### config.mk
export PLATFORM = sky130hd
export DESIGN_NAME = bmd_256_echo_scheduler
export DESIGN_NICKNAME = d
export VERILOG_FILES = /design/src/rtl/bmd_256_echo_scheduler.sv
export SDC_FILE = /design/constraint.sdc
export NUM_CORES = 1
export LEC_CHECK = 0
export ABC_CLOCK_PERIOD_IN_PS = 16900
export BUFFER_PORTS_ARGS = -buffer_cell sky130_fd_sc_hd__buf_2
export CAP_MARGIN = 20
export CORE_ASPECT_RATIO = 1.25
export CORE_UTILIZATION = 60
export CTS_CLUSTER_DIAMETER = 100
export CTS_CLUSTER_SIZE = 28
export DETAILED_ROUTE_END_ITERATION = 6
export PLACE_DENSITY_LB_ADDON = 0.3
export REMOVE_ABC_BUFFERS = 1
export SYNTH_ARGS = -nofsm -noshare
export SYNTH_HDL_FRONTEND = slang
export SYNTH_SLANG_ARGS = --single-unit
### constraint.sdc
create_clock -name clk -period 16.9 [get_ports clk]
set_input_delay 3.38 -clock clk [delete_from_list [all_inputs] [get_ports clk]]
set_output_delay 3.38 -clock clk [all_outputs]
set_load 0.05 [all_outputs]
### src/rtl/bmd_256_echo_scheduler.sv
// bmd_256_echo_scheduler
// Pops arrival timestamps from the RX timestamp FIFO, holds each one until
// echo_delay ticks of waiting_counter have elapsed since its arrival, then
// offers it to the TX packet builder over ts_valid/tx_ready. Counts completed
// echoes and stops once echo_target (nonzero) is reached.
//
// Ports:
//   clk, rst          clock, synchronous active-high reset
//   trigger           test enable (level); rising edge clears count/done
//   waiting_counter   free-running counter shared with the FIFO write side
//   echo_delay        minimum ticks between arrival and echo
//   echo_target       echoes before stopping, 0 = unlimited
//   fifo_empty/dout   FIFO status and read data (valid 1 cycle after rd_en)
//   fifo_rd_en        FIFO pop strobe
//   ts_data/ts_valid  timestamp offered to TX builder
//   tx_ready          TX builder accepts ts_data
//   echo_count        completed handshakes since trigger rose
//   done              target reached
//   max_echo_lat      (BMD_256_ECHO_LAT_STAT_EN only) worst arrival->echo latency
//
// Optional feature macro: BMD_256_ECHO_LAT_STAT_EN
module bmd_256_echo_scheduler #(
  parameter int unsigned TS_W  = 64,
  parameter int unsigned CNT_W = 32
) (
  input  logic             clk,
  input  logic             rst,
  input  logic             trigger,
  input  logic [TS_W-1:0]  waiting_counter,
  input  logic [31:0]      echo_delay,
  input  logic [CNT_W-1:0] echo_target,
  input  logic             fifo_empty,
  input  logic [TS_W-1:0]  fifo_dout,
  output logic             fifo_rd_en,
  output logic [TS_W-1:0]  ts_data,
  output logic             ts_valid,
  input  logic             tx_ready,
  output logic [CNT_W-1:0] echo_count,
  output logic             done
`ifdef BMD_256_ECHO_LAT_STAT_EN
  ,
  output logic [TS_W-1:0]  max_echo_lat
`endif
);

  typedef enum logic [2:0] {
    IDLE  = 3'd0,
    FETCH = 3'd1,
    LOAD  = 3'd2,
    HOLD  = 3'd3,
    SEND  = 3'd4,
    DONE  = 3'd5
  } state_e;

  state_e           state_q, state_d;
  logic             rd_en_q, rd_en_d;
  logic             ts_valid_q, ts_valid_d;
  logic [TS_W-1:0]  ts_data_q, ts_data_d;
  logic [TS_W-1:0]  ts_reg_q, ts_reg_d;
  logic [CNT_W-1:0] cnt_q, cnt_d;
  logic             done_q, done_d;
  logic             trig_q;

  logic             rise_c;
  logic             handshake_c;
  logic [TS_W-1:0]  elapsed_c;
  logic             due_c;

  // Trigger rising edge only restarts a test from a quiescent state
  assign rise_c      = trigger && !trig_q && (state_q == IDLE || state_q == DONE);
  assign handshake_c = (state_q == SEND) && tx_ready;
  // Modular subtraction keeps the comparison correct across counter wrap
  assign elapsed_c   = waiting_counter - ts_reg_q;
  assign due_c       = (elapsed_c >= TS_W'(echo_delay));

  // State register and registered outputs
  always_ff @(posedge clk) begin
    if (rst) begin
      state_q    <= IDLE;
      rd_en_q    <= 1'b0;
      ts_valid_q <= 1'b0;
      ts_data_q  <= '0;
      ts_reg_q   <= '0;
      cnt_q      <= '0;
      done_q     <= 1'b0;
      trig_q     <= 1'b0;
    end else begin
      state_q    <= state_d;
      rd_en_q    <= rd_en_d;
      ts_valid_q <= ts_valid_d;
      ts_data_q  <= ts_data_d;
      ts_reg_q   <= ts_reg_d;
      cnt_q      <= cnt_d;
      done_q     <= done_d;
      trig_q     <= trigger;
    end
  end

  // Next-state and next-output logic
  always_comb begin
    state_d   = state_q;
    ts_reg_d  = ts_reg_q;
    ts_data_d = ts_data_q;
    cnt_d     = cnt_q;
    done_d    = done_q;

    if (rise_c) begin
      cnt_d  = '0;
      done_d = 1'b0;
    end

    unique case (state_q)
      IDLE: begin
        if (trigger && !fifo_empty) state_d = FETCH;
      end
      // The read is already issued, so the capture always completes
      FETCH: state_d = LOAD;
      LOAD: begin
        ts_reg_d = fifo_dout;
        state_d  = trigger ? HOLD : IDLE;
      end
      HOLD: begin
        if (!trigger) begin
          state_d = IDLE;
        end else if (due_c) begin
          state_d   = SEND;
          ts_data_d = ts_reg_q;
        end
      end
      // Handshake always completes, even after trigger falls
      SEND: begin
        if (tx_ready) begin
          cnt_d = cnt_q + CNT_W'(1);
          if (echo_target != '0 && cnt_d == echo_target) begin
            state_d = DONE;
            done_d  = 1'b1;
          end else if (trigger && !fifo_empty) begin
            state_d = FETCH;
          end else begin
            state_d = IDLE;
          end
        end
      end
      DONE: begin
        if (!trigger) state_d = IDLE;
      end
      default: state_d = IDLE;
    endcase

    rd_en_d    = (state_d == FETCH);
    ts_valid_d = (state_d == SEND);
  end

  assign fifo_rd_en = rd_en_q;
  assign ts_valid   = ts_valid_q;
  assign ts_data    = ts_data_q;
  assign echo_count = cnt_q;
  assign done       = done_q;

`ifdef BMD_256_ECHO_LAT_STAT_EN
  logic [TS_W-1:0] max_lat_q, max_lat_d;
  logic [TS_W-1:0] lat_c;

  assign lat_c = waiting_counter - ts_data_q;

  // Worst-case arrival->echo latency since the test started
  always_comb begin
    max_lat_d = max_lat_q;
    if (rise_c) begin
      max_lat_d = '0;
    end else if (handshake_c && lat_c > max_lat_q) begin
      max_lat_d = lat_c;
    end
  end

  always_ff @(posedge clk) begin
    if (rst) max_lat_q <= '0;
    else     max_lat_q <= max_lat_d;
  end

  assign max_echo_lat = max_lat_q;
`else
  logic unused_handshake_c;
  assign unused_handshake_c = handshake_c;
`endif

endmodule

# Word-level counts from Yosys, hierarchy flattened
# Cells that the tools add are included.
# totals
register_bits	167
input_bits	197
out_inout_bits	99
word_cells	45
# classes
add_sub_neg	2
magnitude_cmp	1
eq_ne	8
muxes	16
n_reduce_logical	10
# op_table
cell	n
32-bit 2-to-1 mux	3
64-bit by 32-bit >= comparator with 1-bit output	1
64-bit subtractor	1
32-bit by 1-bit adder with 32-bit output, second input constant	1
32-bit equality test	1
32-bit nonzero test	1
3-bit 2-to-1 mux	6
3-bit one-hot mux with 6 select lines	1
3-bit equality test, second input constant	3
3-bit by 1-bit equality test with 1-bit output, second input constant	2
3-bit by 2-bit equality test with 1-bit output, second input constant	2
1-bit 2-to-1 mux	5
1-bit logical AND	4
3-bit zero test	1
3-bit AND reduction	1
1-bit zero test	2
2-bit 2-to-1 mux	1
1-bit logical OR	1

# Depth between registers and ports, before layout
# logic_depth
ltp_word	7
mapped_depth	28
ltp_nobuf	26

# Least setup slack after synthesis
# OpenSTA, ideal clock, no wires.
# synth_path
path_type	input port to flip-flop
from	in waiting_counter[0]
to	reg ts_data_q[13] (netlist: ts_data[13])
setup_time_ps	128
arrival_time_ps	8058
required_time_ps	16772
slack_ps	8715
path_stages	27
n_path_buf	2
path_cell_list	inv_1 ha_1 inv_1 fa_1 a211oi_2 o31ai_4 a21o_1 a21oi_1 o21ai_1 a221oi_1 xnor2_1 ha_1 nand2_1 nor3_1 a22oi_1 o2111ai_1 nor4_1 o211ai_1 nor4_1 nand4b_1 nor4_1 nand4_1 o311ai_2 buf_6 buf_12 mux2i_1 nor2_1
# synth_via
elab_chain_len	3
# synth_lines
item	line_no	source
start, declared	29	input logic [TS_W-1:0] waiting_counter,
64-bit subtractor	73	assign elapsed_c = waiting_counter - ts_reg_q;
64-bit by 32-bit >= comparator with 1-bit output	74	assign due_c = (elapsed_c >= TS_W'(echo_delay));
3-bit AND reduction (no source line)	--	
end signal, assigned	91	ts_data_q <= ts_data_d;
end, declared	58	logic [TS_W-1:0] ts_data_q, ts_data_d;
# Every way passes these cells.
# A chain may end at the register's enable or synchronous reset.

# Worst setup path in the final report
# layout_path
from	in waiting_counter[0]
to	reg ts_data_q[25] (netlist: ts_data[25])
# Same word-level chain as after synthesis.

==> results.md <==
- Initial DRC Count: 834
- FF/Latch Area: 0.00334 sq mm
- Total clock sinks: 167
- DRT Pass-1 Iters: 6
- Skew final: 0.0157 ns
- Clock Latency Late Sink: 0.44 ns
- Nets: 2199
- Final Hold Vio Count: 0
- CP endpoint kind: flip-flop
- EDFF count, synth: 0
- Synthesis-stage register bit count: 167
- Post-Synth Simple-Gate Area: 0.227
- Final ANT Viol Nets: 0
- Final Setup Violations: 0
- Max Slew Vio Count: 0
- Number of port buffers: 295
- Synth area leaders: dfxtp_1, ha_1, a21oi_1
- Maximum vdd drop: 0.0792 mV
- DP Wirelength: 27900 um
- Syn_area_per_cell: 7.43 sq um
- DRC violations left: 0
- Clk pin slew, worst setup/hold paths: 0.07 ns
- Synth Area in Compound Gates: 0.213
- Worst slew pin tran: 1.05 ns
- Fin crit period: 9.01 ns
- WP data required: 17.18 ns
- Die Wd: 131 um
- Die area: 0.0212 sq mm
- Worst Path Max Fanout: 38
- Yosys synthesis warning count: 0
- Post-Route WL: 36300 um
- Root buf cell: clkbuf_16
- Post-synth cell types: 77
- Initial core utilization: 0.614
- Clk buf depth: 2
- CP arrival: 9.28 ns
- GRT Total Usage: 0.338
- Final worst path period share: 0.533
- Vias: 13100
- Initial antenna violation count: 5
- Xor/xnor share of the synthesized area: 0.0692
- Number of buffers created by CTS: 17
- Hold-fix buffers, CTS: 0
- Die height: 163 um
- Tot Pwr: 0.00105 W
- P_leak: 6.41 nW
- RePlAce Congestion: 0.973
- CTS tree: built
- Max-Cap Viols: 0
- H-tree levels: 4
- Pin count of the biggest net entering global routing: 100
- First-pass GRT wire length: 57600 um
- Filler instances: 1782
- Ys async rst share: 0
- Multi-input gate area: 0.00823 sq mm
- Status: complete, no violations
- Worst hold-check path type: reg -> reg
- Core region area: 0.0202 sq mm
- Fmax achieved: 111 MHz
- Share of post-route cells with drive strength above 1: 0.182
- WL per Instance: 16.6 um
- Sequential share of the synthesized area: 0.270
- Rows: 58
- Post-synthesis mux area share: 0.0549
- Final hold slack: 0.471 ns
- Power density cells: 72.7 mW/mm^2
- Synth Area in Adders: 0.0985
- Vias in the first global route: 12300
- Slew headroom: 0.302
- Kind of critical path: in -> reg
- Main combinational cell family by area after synthesis: simple AND/OR/NAND/NOR gates
- Cts repair resizes: 0
- Avg Vias per Cell: 5.96
- Most frequent cells in the layout: buf_2, nand2_1, a21oi_1, dfxtp_1, nor2_1
- Main synth FF type: dfxtp_1
- Critical path startpoint category: primary input
- GRT overflow: 0
- Setup_tns: 0 ns
- Postcts setup bufs: 0
- Largest area contributor in the netlist: dfxtp_1
- Cells after Synth: 1669
- IO Pins: 296
- RSZ-0062 raised after global routing: no
- Synth-to-Final Area Change: 16.6%
- Most common cell after layout, fill and taps aside: buf_2
- Mapped Area: 0.0124 sq mm
- Share of the synthesized area in the top cell type: 0.270
==> per-layer routing <==
metal	part of all wire	vias to the layer above	wire, um	GRT usage
met5	0.00025	-	9	0
met4	0.036	2	1300	0.155
met3	0.066	88	2410	0.0575
met2	0.48	558	17500	0.577
met1	0.42	6067	15200	0.409
li1	-	6335	-	-
==> power by group <==
part | switching [W] | internal (W)
logic | 0.000149 | 0.0000981
registers | 0.00000423 | 0.000399
clock network | 0.000179 | 0.000222
==> synth_stat cells (all sizes together) (21+ instances only) <==
cell / number
a21o: 27
a21oi: 210
clkbuf: 68
dfxtp: 167
ha: 96
inv: 112
mux2i: 68
nand2: 237
nand3: 33
nand4: 40
nor2: 161
nor3: 21
nor4: 24
o21ai: 93
xnor2: 67
xor2: 31
==> sequential cells by signal, indices dropped and copies added (netlist names) <==
register	count
echo_count	32
ts_reg_q	64
ts_data	64
done	1
state_q	3
fifo_rd_en	1
trig_q	1
ts_valid	1
==> stage by stage <==
stage / std cells / utilization / worst slack (ns) / area (sq um)
floorplan: 1585 / - / 5.21 / 12000
global placement: 2156 / 0.687 / 7.75 / 13900
detailed placement: 2156 / 0.687 / 7.49 / 13900
CTS: 2187 / 0.716 / 7.92 / 14400
global route: 2191 / 0.717 / 7.38 / 14500
finish: 2191 / 0.717 / 7.89 / 14500
==> critical path, stage by stage <==
cell	delay, ns
buf_2	0.09
inv_1	0.05
ha_1	0.16
inv_1	0.06
fa_1	0.43
a211oi_2	0.30
o31ai_4	0.11
a21o_1	0.20
a21oi_1	0.23
o21ai_1	0.17
a221oi_1	0.61
xnor2_1	0.20
ha_1	0.25
nand2_1	0.11
nor3_1	0.08
a22oi_1	0.17
o2111ai_1	0.14
nor4_1	0.25
o211ai_1	0.14
nor4_1	0.29
nand4b_1	0.12
nor4_1	0.29
nand4_1	0.20
o311ai_4	0.31
buf_4	0.56
mux2i_1	0.27
nor2_1	0.06
==> logic make-up after synthesis <==
| logic type | after synthesis |
|---|---|
| AOI/OAI and AO/OA | 436 |
| buffers and inverters | 197 |
| DFF | 167 |
| adders and majority gates | 97 |
| xor gates and xnor gates | 98 |
| muxes | 68 |
| and+or+nand+nor | 606 |
==> path summary, 6_finish.rpt <==
path / start / endpoint / slack (ns) / cells past startpoint
setup reg to reg: ts_reg_q[0] / ts_data[25] / 10.60 / 25
hold reg to reg: ts_reg_q[38] / ts_reg_q[38] / 0.47 / 2
setup / recovery: waiting_counter[0] / ts_data[25] / 7.89 / 27
hold / removal: ts_reg_q[38] / ts_reg_q[38] / 0.47 / 2
==> final cells by class <==
type,instances,area share
clock inverter,13,0.0113
sequential,167,0.231
inverter,113,0.0293
antenna,4,0.000692
tap,270,0.0234
multi-input combinational,1305,0.569
clock buffer,18,0.0297
timing repair buffer,301,0.105
Note: power is estimated with default switching activity, not from simulation.
